File: config.mk
export PLATFORM = sky130hd
export DESIGN_NAME = telemetry_tx
export DESIGN_NICKNAME = d
export VERILOG_FILES = /design/src/rtl/telemetry_tx.sv
export SDC_FILE = /design/constraint.sdc
export NUM_CORES = 1
export LEC_CHECK = 0
export CORE_UTILIZATION = 57
export DETAILED_ROUTE_END_ITERATION = 10
export PLACE_DENSITY = 0.8
export SETUP_SLACK_MARGIN = 0.15
export SYNTH_ARGS = -nofsm -noshare
export SYNTH_HDL_FRONTEND = slang
export SYNTH_SLANG_ARGS = --single-unit
File: constraint.sdc
create_clock -name clk -period 2.9 [get_ports clk]
set_input_delay 0.435 -clock clk [delete_from_list [all_inputs] [get_ports clk]]
set_output_delay 0.435 -clock clk [all_outputs]
set_load 0.02 [all_outputs]
File: src/rtl/telemetry_tx.sv
// telemetry_tx
//   Periodically snapshots battery voltage, motor current and pedal torque,
//   frames them into an 8-byte packet (AA 55 then three 12-bit values split
//   into high nibble / low byte) and sends it as back-to-back 8N1 UART frames.
//
// Ports
//   clk        : system clock, rising edge
//   rst_n      : asynchronous active-low reset
//   batt       : conditioned battery voltage (12 bit)
//   avg_curr   : averaged motor current (12 bit)
//   avg_torque : averaged pedal torque (12 bit)
//   TX         : UART serial output, idles high (registered)
//   busy       : high while a packet is on the line (registered)
//   pkt_done   : one-cycle pulse after the last stop bit of a packet
module telemetry_tx #(
  parameter int BAUD_DIV   = 2604,
  parameter int PKT_PERIOD = 1048576
) (
  input  logic        clk,
  input  logic        rst_n,
  input  logic [11:0] batt,
  input  logic [11:0] avg_curr,
  input  logic [11:0] avg_torque,
  output logic        TX,
  output logic        busy,
  output logic        pkt_done
);

  localparam int PW = (PKT_PERIOD > 1) ? $clog2(PKT_PERIOD) : 1;
  localparam int BW = $clog2(BAUD_DIV);
  localparam logic [PW-1:0] PER_LAST  = PW'(PKT_PERIOD - 1);
  localparam logic [BW-1:0] BAUD_LAST = BW'(BAUD_DIV - 1);

  localparam logic [0:0] IDLE = 1'b0;
  localparam logic [0:0] XMIT = 1'b1;

  logic [PW-1:0] per_cnt_q,  per_cnt_d;
  logic [0:0]    state_q,    state_d;
  logic [11:0]   batt_q,     batt_d;
  logic [11:0]   curr_q,     curr_d;
  logic [11:0]   torque_q,   torque_d;
  logic [2:0]    byte_idx_q, byte_idx_d;
  logic [BW-1:0] baud_cnt_q, baud_cnt_d;
  logic [3:0]    bit_cnt_q,  bit_cnt_d;
  logic [9:0]    shift_q,    shift_d;
  logic          tx_q,       tx_d;
  logic          busy_q,     busy_d;
  logic          pkt_done_q, pkt_done_d;
  logic          tick;

  function automatic logic [7:0] pkt_byte(input logic [2:0]  idx,
                                          input logic [11:0] b,
                                          input logic [11:0] c,
                                          input logic [11:0] t);
    logic [7:0] r;
    case (idx)
      3'd0:    r = 8'hAA;
      3'd1:    r = 8'h55;
      3'd2:    r = {4'h0, b[11:8]};
      3'd3:    r = b[7:0];
      3'd4:    r = {4'h0, c[11:8]};
      3'd5:    r = c[7:0];
      3'd6:    r = {4'h0, t[11:8]};
      default: r = t[7:0];
    endcase
    return r;
  endfunction

  // 8N1 frame, shifted out from bit 0: start(0), data LSB first, stop(1).
  function automatic logic [9:0] frame(input logic [7:0] d);
    return {1'b1, d, 1'b0};
  endfunction

  always_comb begin
    tick       = (per_cnt_q == PER_LAST);
    per_cnt_d  = tick ? '0 : per_cnt_q + PW'(1);
    state_d    = state_q;
    batt_d     = batt_q;
    curr_d     = curr_q;
    torque_d   = torque_q;
    byte_idx_d = byte_idx_q;
    baud_cnt_d = baud_cnt_q;
    bit_cnt_d  = bit_cnt_q;
    shift_d    = shift_q;
    tx_d       = tx_q;
    busy_d     = busy_q;
    pkt_done_d = 1'b0;

    case (state_q)
      IDLE: begin
        tx_d   = 1'b1;
        busy_d = 1'b0;
        if (tick) begin
          // Snapshot and first start bit land on the same edge, so byte 0
          // goes out without an idle bit in front of it.
          state_d    = XMIT;
          busy_d     = 1'b1;
          batt_d     = batt;
          curr_d     = avg_curr;
          torque_d   = avg_torque;
          byte_idx_d = '0;
          baud_cnt_d = '0;
          bit_cnt_d  = '0;
          shift_d    = frame(pkt_byte(3'd0, batt, avg_curr, avg_torque));
          tx_d       = 1'b0;
        end
      end
      default: begin
        // Ticks are ignored here: the period counter keeps running.
        if (baud_cnt_q == BAUD_LAST) begin
          baud_cnt_d = '0;
          if (bit_cnt_q == 4'd9) begin
            bit_cnt_d = '0;
            if (byte_idx_q == 3'd7) begin
              state_d    = IDLE;
              busy_d     = 1'b0;
              tx_d       = 1'b1;
              pkt_done_d = 1'b1;
              byte_idx_d = '0;
            end else begin
              // Next start bit follows the stop bit directly.
              byte_idx_d = byte_idx_q + 3'd1;
              shift_d    = frame(pkt_byte(byte_idx_q + 3'd1, batt_q, curr_q, torque_q));
              tx_d       = 1'b0;
            end
          end else begin
            bit_cnt_d = bit_cnt_q + 4'd1;
            shift_d   = {1'b1, shift_q[9:1]};
            tx_d      = shift_q[1];
          end
        end else begin
          baud_cnt_d = baud_cnt_q + BW'(1);
        end
      end
    endcase
  end

  always_ff @(posedge clk or negedge rst_n) begin
    if (!rst_n) begin
      per_cnt_q  <= '0;
      state_q    <= IDLE;
      batt_q     <= '0;
      curr_q     <= '0;
      torque_q   <= '0;
      byte_idx_q <= '0;
      baud_cnt_q <= '0;
      bit_cnt_q  <= '0;
      shift_q    <= '1;
      tx_q       <= 1'b1;
      busy_q     <= 1'b0;
      pkt_done_q <= 1'b0;
    end else begin
      per_cnt_q  <= per_cnt_d;
      state_q    <= state_d;
      batt_q     <= batt_d;
      curr_q     <= curr_d;
      torque_q   <= torque_d;
      byte_idx_q <= byte_idx_d;
      baud_cnt_q <= baud_cnt_d;
      bit_cnt_q  <= bit_cnt_d;
      shift_q    <= shift_d;
      tx_q       <= tx_d;
      busy_q     <= busy_d;
      pkt_done_q <= pkt_done_d;
    end
  end

  assign TX       = tx_q;
  assign busy     = busy_q;
  assign pkt_done = pkt_done_q;

endmodule
==> impl_metrics.toml, run 1 <==
[floorplanning]
coreArea_sq_mm = 0.00721
die_area_sq_mm = 0.00780
rows = 31
die_w_um = 88.3
die_y_um = 88.3
start_util_pct = 58.9
ios = 41

[synth]
synth-main-ff-cell = "dfrtp_1"
syn_area_sq_mm = 0.00425
synth_fp_nets = 512
synthCells = 463
synth_top_area_share_pct = 45.9
syn_area_per_cell_sq_um = 9.18
async_flop_share_pct = 100
synth_cell_types = 55
yosys.area.top_type = "dfrtp_1"
ys_warn_count = 0
ys_seq_area_share_pct = 51.5
synth-seq-cells = 87
synth_edf_count = 0
ys_top_cells_by_area = "dfrtp_1, nand2_1, dfstp_2"

[clocking]
cts_root_buf = "clkbuf_8"
cts_buffers = 9
htreeDepth = 3
cts_hold_buffers = 0
clk_latency_ps = 360
postCtsSetupBuffers = 0
cts_tree = "done"
cts_buffer_depth = 2
path_clk_slew_ps = 80
cts.sinks = 87
ctsResizeCount = 0

[placement]
place_inst = 592
hpwlAfterDp_mm = 6.26
pre_cts_slack_ps = 565
globalplace.congestion = 0.890
io_buffers = 40

[global_route]
grt_overflow_total = 0
grt.total_usage_pct = 26.0
grt_first_pass_wirelength_mm = 15.5
antenna_found_initial = 0
grt_pass1_vias = 3271
grt_start_max_net_pins = 88

[sta]
worst_pin_slew_ps = 860
fmax_mhz = 409
finalHoldViolations = 0
rsz0062_at_grt = "false"
tns_ps = 0
layout_setup_ws_ps = 452
slew_violations = 0
setup_viol = 0
relSlewSlack_pct = 42.7
period_minus_slack_ps = 2450
fin_skew_ps = 12.3
finalCritPeriodShare_pct = 84.4

[critical_path]
cp.arrival_ps = 2730
reg2reg_depth = 7
crit_path_end_kind = "flop"
crit_type = "reg2reg"
crit_buf_inv = 0
r2r-start = "byte_idx_q[1]"
critPathSlowestCell = "ha_1"
cp_num_cells = 7
cp_top_family = "adder cells"
path_common_cell = "ha_1"
required_ps = 3180
cp_max_fo = 13
critPathLaunch = "byte_idx_q[1]"
regToRegSetupSlack_ps = 450
crit_path_end = "shift_q[2]"
crit_chain = "ha_1 -> ha_1 -> and2_0 -> a222oi_1 -> nand2_1 -> o21ai_0 -> a2bb2oi_1"
crit_path_start_kind = "flop"
r2r-end = "shift_q[2]"
critPathMaxStageDelay_ps = 480

[final_layout]
antenna_cells = 0
syn_to_final_growth_pct = 17.4
drive_above_1_share_pct = 8.06
fin_cells = 608
final_cell_mix = "nand2_1, dfrtp_1, clkdlybuf4s50_1"
layout_commonest_cell = "nand2_1"
nFillCells = 591
fin_util_pct = 69.1
finalNetCount = 553

[detailed_routing]
final_antenna_net_count = 0
dr.pass1.iters = 6
post-route-drc-count = 0
via_count = 3421
drtIter0Drc = 150
wl_mm = 9.01
vias_per_cell = 5.63
wire_per_inst_um = 14.8

[power_and_ir_drop]
powerDensity_mw_per_mm2 = 445
finalPower_w = 0.00222
p_leak_nw = 2.16
irDropWorstVdd_v = 0.000242

[run]
drv_cap = 0

[outcome]
status = "finished, final reports clean"

[min_path]
worstHoldPathType = "in2async"
==> state kept, by name, summed over array words and instances (netlist names), 3 cells and up <==
| name | flops |
|---|---|
| baud_cnt_q | 12 |
| shift_q | 8 |
| curr_q | 12 |
| batt_q | 12 |
| per_cnt_q | 20 |
| torque_q | 12 |
| bit_cnt_q | 4 |
| byte_idx_q | 3 |
==> report_power, final <==
| group | internal [W] | switching, W |
|---|---|---|
| Combinational | 0.0000460 | 0.0000292 |
| Sequential | 0.00121 | 0 |
| Clock | 0.000511 | 0.000420 |
| Total | 0.00177 | 0.000449 |
==> through the flow <==
stage | hold WS (ps) | instance area (sq um)
after CTS | 126 | 4990
after detailed placement | 464 | 4770
after floorplan | 139 | 4250
final | 112 | 4990
after global placement | 457 | 4770
after global routing | 142 | 4990
==> routing by layer <==
layer	global-route usage (%)	wire, um
met1	34.2	4050
met2	42.7	4460
met3	5.60	314
met4	8.94	178
met5	0	0
==> worst reg2reg max path, stage by stage, from the launching register on <==
cell	delay, ps
dfrtp_1	440
ha_1	240
ha_1	480
and2_0	350
a222oi_1	390
nand2_1	170
o21ai_0	210
a2bb2oi_1	100
==> area by class of cell <==
| type | instances | area [sq um] | area share (%) |
|---|---|---|---|
| flip-flops and latches | 87 | 2190 | 43.9 |
| inverters | 11 | 41.3 | 0.828 |
| clock buffers | 13 | 149 | 2.99 |
| multi-input cells | 346 | 1940 | 38.9 |
| clock inverters | 3 | 67.6 | 1.35 |
| repair buffers | 49 | 478 | 9.58 |
| well taps | 99 | 124 | 2.48 |
==> how the worst min path moves through the flow <==
| stage | end | slack, ps | depth (start not counted) |
|---|---|---|---|
| 6_report | per_cnt_q[8] | 110 | 2 |
| 5_1_grt | per_cnt_q[10] | 140 | 2 |
| 4_1_cts | baud_cnt_q[5] | 130 | 2 |
| 3_5_place_dp | torque_q[9] | 460 | 2 |
| 3_3_place_gp | torque_q[9] | 460 | 2 |
| 2_1_floorplan | batt_q[0] | 140 | 0 |
==> synthesized netlist by cell type (4+ instances only) <==
cell / n
nor2b_1: 6
o21ai_0: 20
o31ai_1: 4
a31oi_1: 7
xor2_1: 9
dfrtp_1: 78
nand3_1: 27
nand2b_1: 5
a22o_1: 4
nor2_1: 35
xnor2_1: 8
and3_1: 6
mux2_2: 4
ha_1: 11
a21oi_1: 14
nand4_1: 5
inv_1: 11
nor3_1: 9
nand2_1: 126
dfstp_2: 9
clkbuf_1: 16
==> logic make-up after synthesis <==
group / share of synthesized area [%]
DFF: 51.5
muxes: 1.53
AOI/OAI and AO/OA: 12.0
and+or+nand+nor: 25.4
buffers and inverters: 2.86
adders and majority gates: 3.24
xor gates and xnor gates: 3.50
No activity file was read; power rests on OpenSTA's default activity.
==> run 2, diff against run 1 <==
- CORE_UTILIZATION: 57 -> 52
- PLACE_DENSITY: 0.8 -> 0.76
- clock period: 2.9 -> 2.1 ns (I/O delays scaled with it)
==> run 2 against run 1 <==
  * Cell count rose by 5.1%
  * First-iteration DRC count rose by 37%
  * Critical path type unchanged
  * Largest cell class unchanged
  * Wire length rose by 6.5%
  * Die area rose by 9.4%
==> impl_metrics.toml, run 2 (same netlist as run 1, synthesis figures left out) <==
[critical_path]
required_ps = 2380
cp_top_family = "compound AO/OA/AOI/OAI gates"
cp.arrival_ps = 2240
crit_type = "reg2reg"
critPathSlowestCell = "dfrtp_1"
cp_max_fo = 6
critPathLaunch = "byte_idx_q[0]"
crit_buf_inv = 2
crit_path_end_kind = "flop"
crit_chain = "buf_6 -> ha_1 -> a222oi_1 -> inv_1 -> a221o_1 -> o221ai_1 -> o21ai_0"
crit_path_start_kind = "flop"
critPathMaxStageDelay_ps = 430
r2r-start = "byte_idx_q[0]"

[sta]
setup_viol = 0
slew_violations = 0
period_minus_slack_ps = 1960
relSlewSlack_pct = 64.3
rsz0062_at_grt = "true"
finalHoldViolations = 0
fin_skew_ps = 11.7
tns_ps = 0
fmax_mhz = 511
finalCritPeriodShare_pct = 93.2
worst_pin_slew_ps = 534

[global_route]
use_met2_pct = 39.3
grt.total_usage_pct = 23.7
grt_first_pass_wirelength_mm = 16.0
grt_util_met3_pct = 3.45
antenna_found_initial = 0
grt_overflow_total = 0
globalRouteMet1Util_pct = 31.0
top_usage_layer = "met2"
grt_start_max_net_pins = 54
grt_pass1_vias = 3389

[final_layout]
drive_above_1_share_pct = 16.6
layout_commonest_cell = "nand2_1"
largest_reg_flops = 20
regMostFlops = "per_cnt_q"
design_area_sq_mm = 0.00532
antenna_cells = 0
final_cell_mix = "nand2_1, dfrtp_1, clkdlybuf4s50_1"
syn_to_final_growth_pct = 25.3
finalNetCount = 581

[floorplanning]
die_y_um = 92.4
ios = 41
die_w_um = 92.4
start_util_pct = 54.4
rows = 32
die_area_sq_mm = 0.00854
coreArea_sq_mm = 0.00781

[run]
drv_cap = 0

[placement]
globalplace.congestion = 0.963
hpwlAfterDp_mm = 6.72
place_area_sq_mm = 0.00497
io_buffers = 40

[clocking]
cts_root_buf = "clkbuf_8"
path_clk_slew_ps = 90
cts.sinks = 87
cts_tree = "done"
cts_buffer_depth = 2
htreeDepth = 3
clk_latency_ps = 360
cts_buffers = 9

[detailed_routing]
vias_per_cell = 5.58
drtIter0Drc = 206
final_antenna_net_count = 0
dr.pass1.iters = 6
wl_mm = 9.59
via_count = 3567
wire_per_inst_um = 15.0
post-route-drc-count = 0

[min_path]
worstHoldPathType = "in2async"

[power_and_ir_drop]
irDropWorstVdd_v = 0.000361
p_leak_nw = 2.29
powerDensity_mw_per_mm2 = 537
finalPower_w = 0.00286

[outcome]
status = "finished, final reports clean"
## run 2: cell types whose count changed in the layout (fill, tap and decap cells not counted), sizes merged
cell         previous run  this run
bufinv                  2         0
buf                    10        37
clkinvlp                1         3
dlygate4sd3             0         1
clkinv                  0         1
clkbuf                 13        12
## run 2: per-layer routing
layer / part of all wire (%) / wire (um)
met1: 44 / 4210
met2: 51 / 4890
met3: 3.3 / 312
met4: 1.9 / 178
met5: 0 / 0
## run 2: area by class of cell
type,count,area [sq um]
timing repair buffer,77,723
inverter,11,41.3
clock inverter,4,31.3
fill,625,2480
sequential,87,2190
multi-input combinational,346,2070
clock buffer,12,145
tap,102,128
## run 2: worst reg2reg max path: cells and delay by family, from the launching register on
kind / cells / cell delay, ps
compound gates: 4 / 910
flops: 1 / 430
fa+ha+maj: 1 / 310
buf+inv: 2 / 220
## run 2: power breakdown
group | leakage, nW | internal (W) | switching [W]
sequential | 0.980 | 0.00167 | 0
clock | 0.0788 | 0.000465 | 0.000612
combinational | 1.23 | 0.0000647 | 0.0000413
## run 2: final timing paths
path | end | slack (ps) | depth (start not counted)
setup / recovery | shift_q[3] | 140 | 7
hold / removal | per_cnt_q[6] | 440 | 2
setup reg to reg | shift_q[3] | 140 | 7
hold reg to reg | curr_q[10] | 480 | 2
max in group asynchronous | shift_q[2] | 960 | 3
min in group clk | torque_q[10] | 470 | 3
## run 2: stage by stage
step	cells	util, %	setup WS [ps]	hold slack, ps
floorplan	463	-	162	19.4
global placement	618	63.7	70.6	307
detailed placement	618	63.7	-30.7	304
CTS	636	67.1	144	452
global route	639	68.2	55.3	476
finish	639	68.2	142	445
## run 2: what timing repair did
| item | 4_1_cts | 5_1_grt |
|---|---|---|
| gates resized for setup | 14 | 16 |
| pin swaps | 4 | 6 |
| gates cloned | 0 | 0 |
| endpoints found under the hold margin | 33 | 0 |
| hold buffers | 1 | 0 |
| buffers inserted | 1 | 3 |
| setup endpoints to repair | 53 | 53 |
==> run 3, diff against run 2 <==
- CORE_ASPECT_RATIO: not set -> 0.9
==> run 3 against run 2 <==
  * Core utilization is 2.0 points higher
  * Global-route usage up 1.0 points
  * Cell count grew 0.16%
  * Final area grew 2.0%
  * Clock-buffer cell count is 2 lower
  * First-iteration DRC count shrank 20%
  * Via count about the same
  * Critical path depth is the same
  * Critical path type unchanged
  * Fmax is 1.2% higher
  * Total power up 6.8%
==> impl_metrics.toml, run 3 (same netlist as run 1, synthesis figures left out) <==
[critical_path]
critPathSlowestCell = "dfrtp_1"
crit_path_end_kind = "flop"
r2r-end = "shift_q[1]"
critPathLaunch = "byte_idx_q[0]"
critPathMaxStageDelay_ps = 400
crit_path_end = "shift_q[1]"
reg2reg_depth = 7
required_ps = 2400
cp.arrival_ps = 2230
crit_path_start_kind = "flop"
crit_chain = "ha_2 -> ha_4 -> mux2_2 -> a222oi_1 -> nand3_1 -> nand2_2 -> o21ai_2"
r2r-start = "byte_idx_q[0]"
crit_type = "reg2reg"
cp_max_fo = 6
regToRegSetupSlack_ps = 170

[floorplanning]
rows = 30
die_w_um = 97.3
coreArea_sq_mm = 0.00773
die_y_um = 87.8
start_util_pct = 55.0
ios = 41
die_area_sq_mm = 0.00854

[placement]
globalplace.congestion = 0.884
hpwlAfterDp_mm = 6.79
place_area_sq_mm = 0.00499
place_inst = 616
pre_cts_slack_ps = 21.0
io_buffers = 40

[global_route]
grt_util_met3_pct = 6.38
grt.total_usage_pct = 24.7
antenna_found_initial = 0
grt_start_max_net_pins = 42
grt_overflow_total = 0
use_met2_pct = 42.3
grt_pass1_vias = 3532
globalRouteMet1Util_pct = 31.5
grt_first_pass_wirelength_mm = 16.7
top_usage_layer = "met2"

[power_and_ir_drop]
p_comb_share_pct = 3.6
irDropWorstVdd_v = 0.000456
swShare_pct = 21.2
p_int_w = 0.00241
power.switching_w = 0.000646
p_leak_nw = 2.34
pwr-share-seq_pct = 54.8
powerDensity_mw_per_mm2 = 562
clockPowerShare_pct = 41.6

[detailed_routing]
post-route-drc-count = 0
wire_per_inst_um = 15.4
dr.pass1.iters = 5
drtIter0Drc = 164
vias_per_cell = 5.57
via_count = 3564
wl_mm = 9.86
final_antenna_net_count = 0

[sta]
fin_skew_ps = 5.61
tns_ps = 0
setup_viol = 0
finalCritPeriodShare_pct = 92.1
rsz0062_at_grt = "true"
period_minus_slack_ps = 1930
worst_pin_slew_ps = 538
relSlewSlack_pct = 64.1
fmax_mhz = 517
slew_violations = 0
layout_setup_ws_ps = 167
finalHoldViolations = 0

[clocking]
clk_latency_ps = 360
cts.sinks = 87
htreeDepth = 3
cts_buffer_depth = 2
cts_tree = "done"
cts_root_buf = "clkbuf_8"
path_clk_slew_ps = 90
cts_buffers = 9

[final_layout]
final_cell_mix = "nand2_1, dfrtp_1, clkdlybuf4s50_1, buf_4, nor2_1"
drive_above_1_share_pct = 18.4
fin_cells = 640
finalNetCount = 588
regMostFlops = "per_cnt_q"
largest_reg_flops = 20
antenna_cells = 0
fin_util_pct = 70.2
layout_commonest_cell = "nand2_1"
syn_to_final_growth_pct = 27.8
design_area_sq_mm = 0.00543

[outcome]
status = "finished, final reports clean"

[run]
drv_cap = 0

[min_path]
worstHoldPathType = "in2reg"
min_path_cells = 3
run 3: cell count changes in the layout (fill, tap and decap cells not counted), moves of 2 or more:
cell and delta:
buf_4 +7, bufinv_16 +2, mux2_4 -2, clkinv_2 +2
mux2_2 +2
run 3: cell type report:
class | count | area (sq um)
Clock buffer | 10 | 128
Timing Repair Buffer | 84 | 776
Tap cell | 96 | 120
Clock inverter | 6 | 85.1
Sequential cell | 87 | 2190
Inverter | 11 | 41.3
Fill cell | 568 | 2300
Multi-Input combinational cell | 346 | 2090
run 3: power groups by stage:
stage          registers (W)    logic [W]  clock network [W]
4_1_cts              0.00167     0.000113            0.00129
2_1_floorplan        0.00171  0.000000761                  0
3_3_place_gp         0.00171     0.000109                  0
5_1_grt              0.00167     0.000122            0.00136
6_report             0.00167     0.000109            0.00127
3_5_place_dp         0.00171     0.000110                  0
run 3: worst min-delay path by stage:
stage                 start            to  slack, ps
6_report        avg_curr[9]     curr_q[9]        470
3_3_place_gp          rst_n  per_cnt_q[9]        330
4_1_cts        avg_curr[11]    curr_q[11]        450
3_5_place_dp          rst_n  per_cnt_q[9]        330
5_1_grt         avg_curr[9]     curr_q[9]        450
2_1_floorplan         rst_n     batt_q[0]         20
run 3: layer usage:
metal	vias up	routed length (um)
met3	15	407
met5	-	0
met2	97	4840
met4	0	151
met1	1712	4460
li1	1740	-
run 3: worst max-delay path, delay by kind of cell (launching register included):
family / cells / cell delay (ps)
adder cells (fa/ha/maj): 2 / 540
flip-flops: 1 / 400
multiplexers: 1 / 350
AO/OA/AOI/OAI: 2 / 290
AND/OR/NAND/NOR: 2 / 290
run 3: repair_timing:
item,in CTS,in global routing
hold buffers,1,0
cloned,0,1
setup endpoints to repair,28,56
resized for setup,9,23
pin swaps,2,6
hold endpoints to repair,38,0
setup buffers,1,5
run 3: through the flow:
step	total power (W)	hold slack [ps]
floorplan	0.00171	19.4
global placement	0.00182	327
detailed placement	0.00182	332
CTS	0.00308	454
global route	0.00316	450
finish	0.00305	468
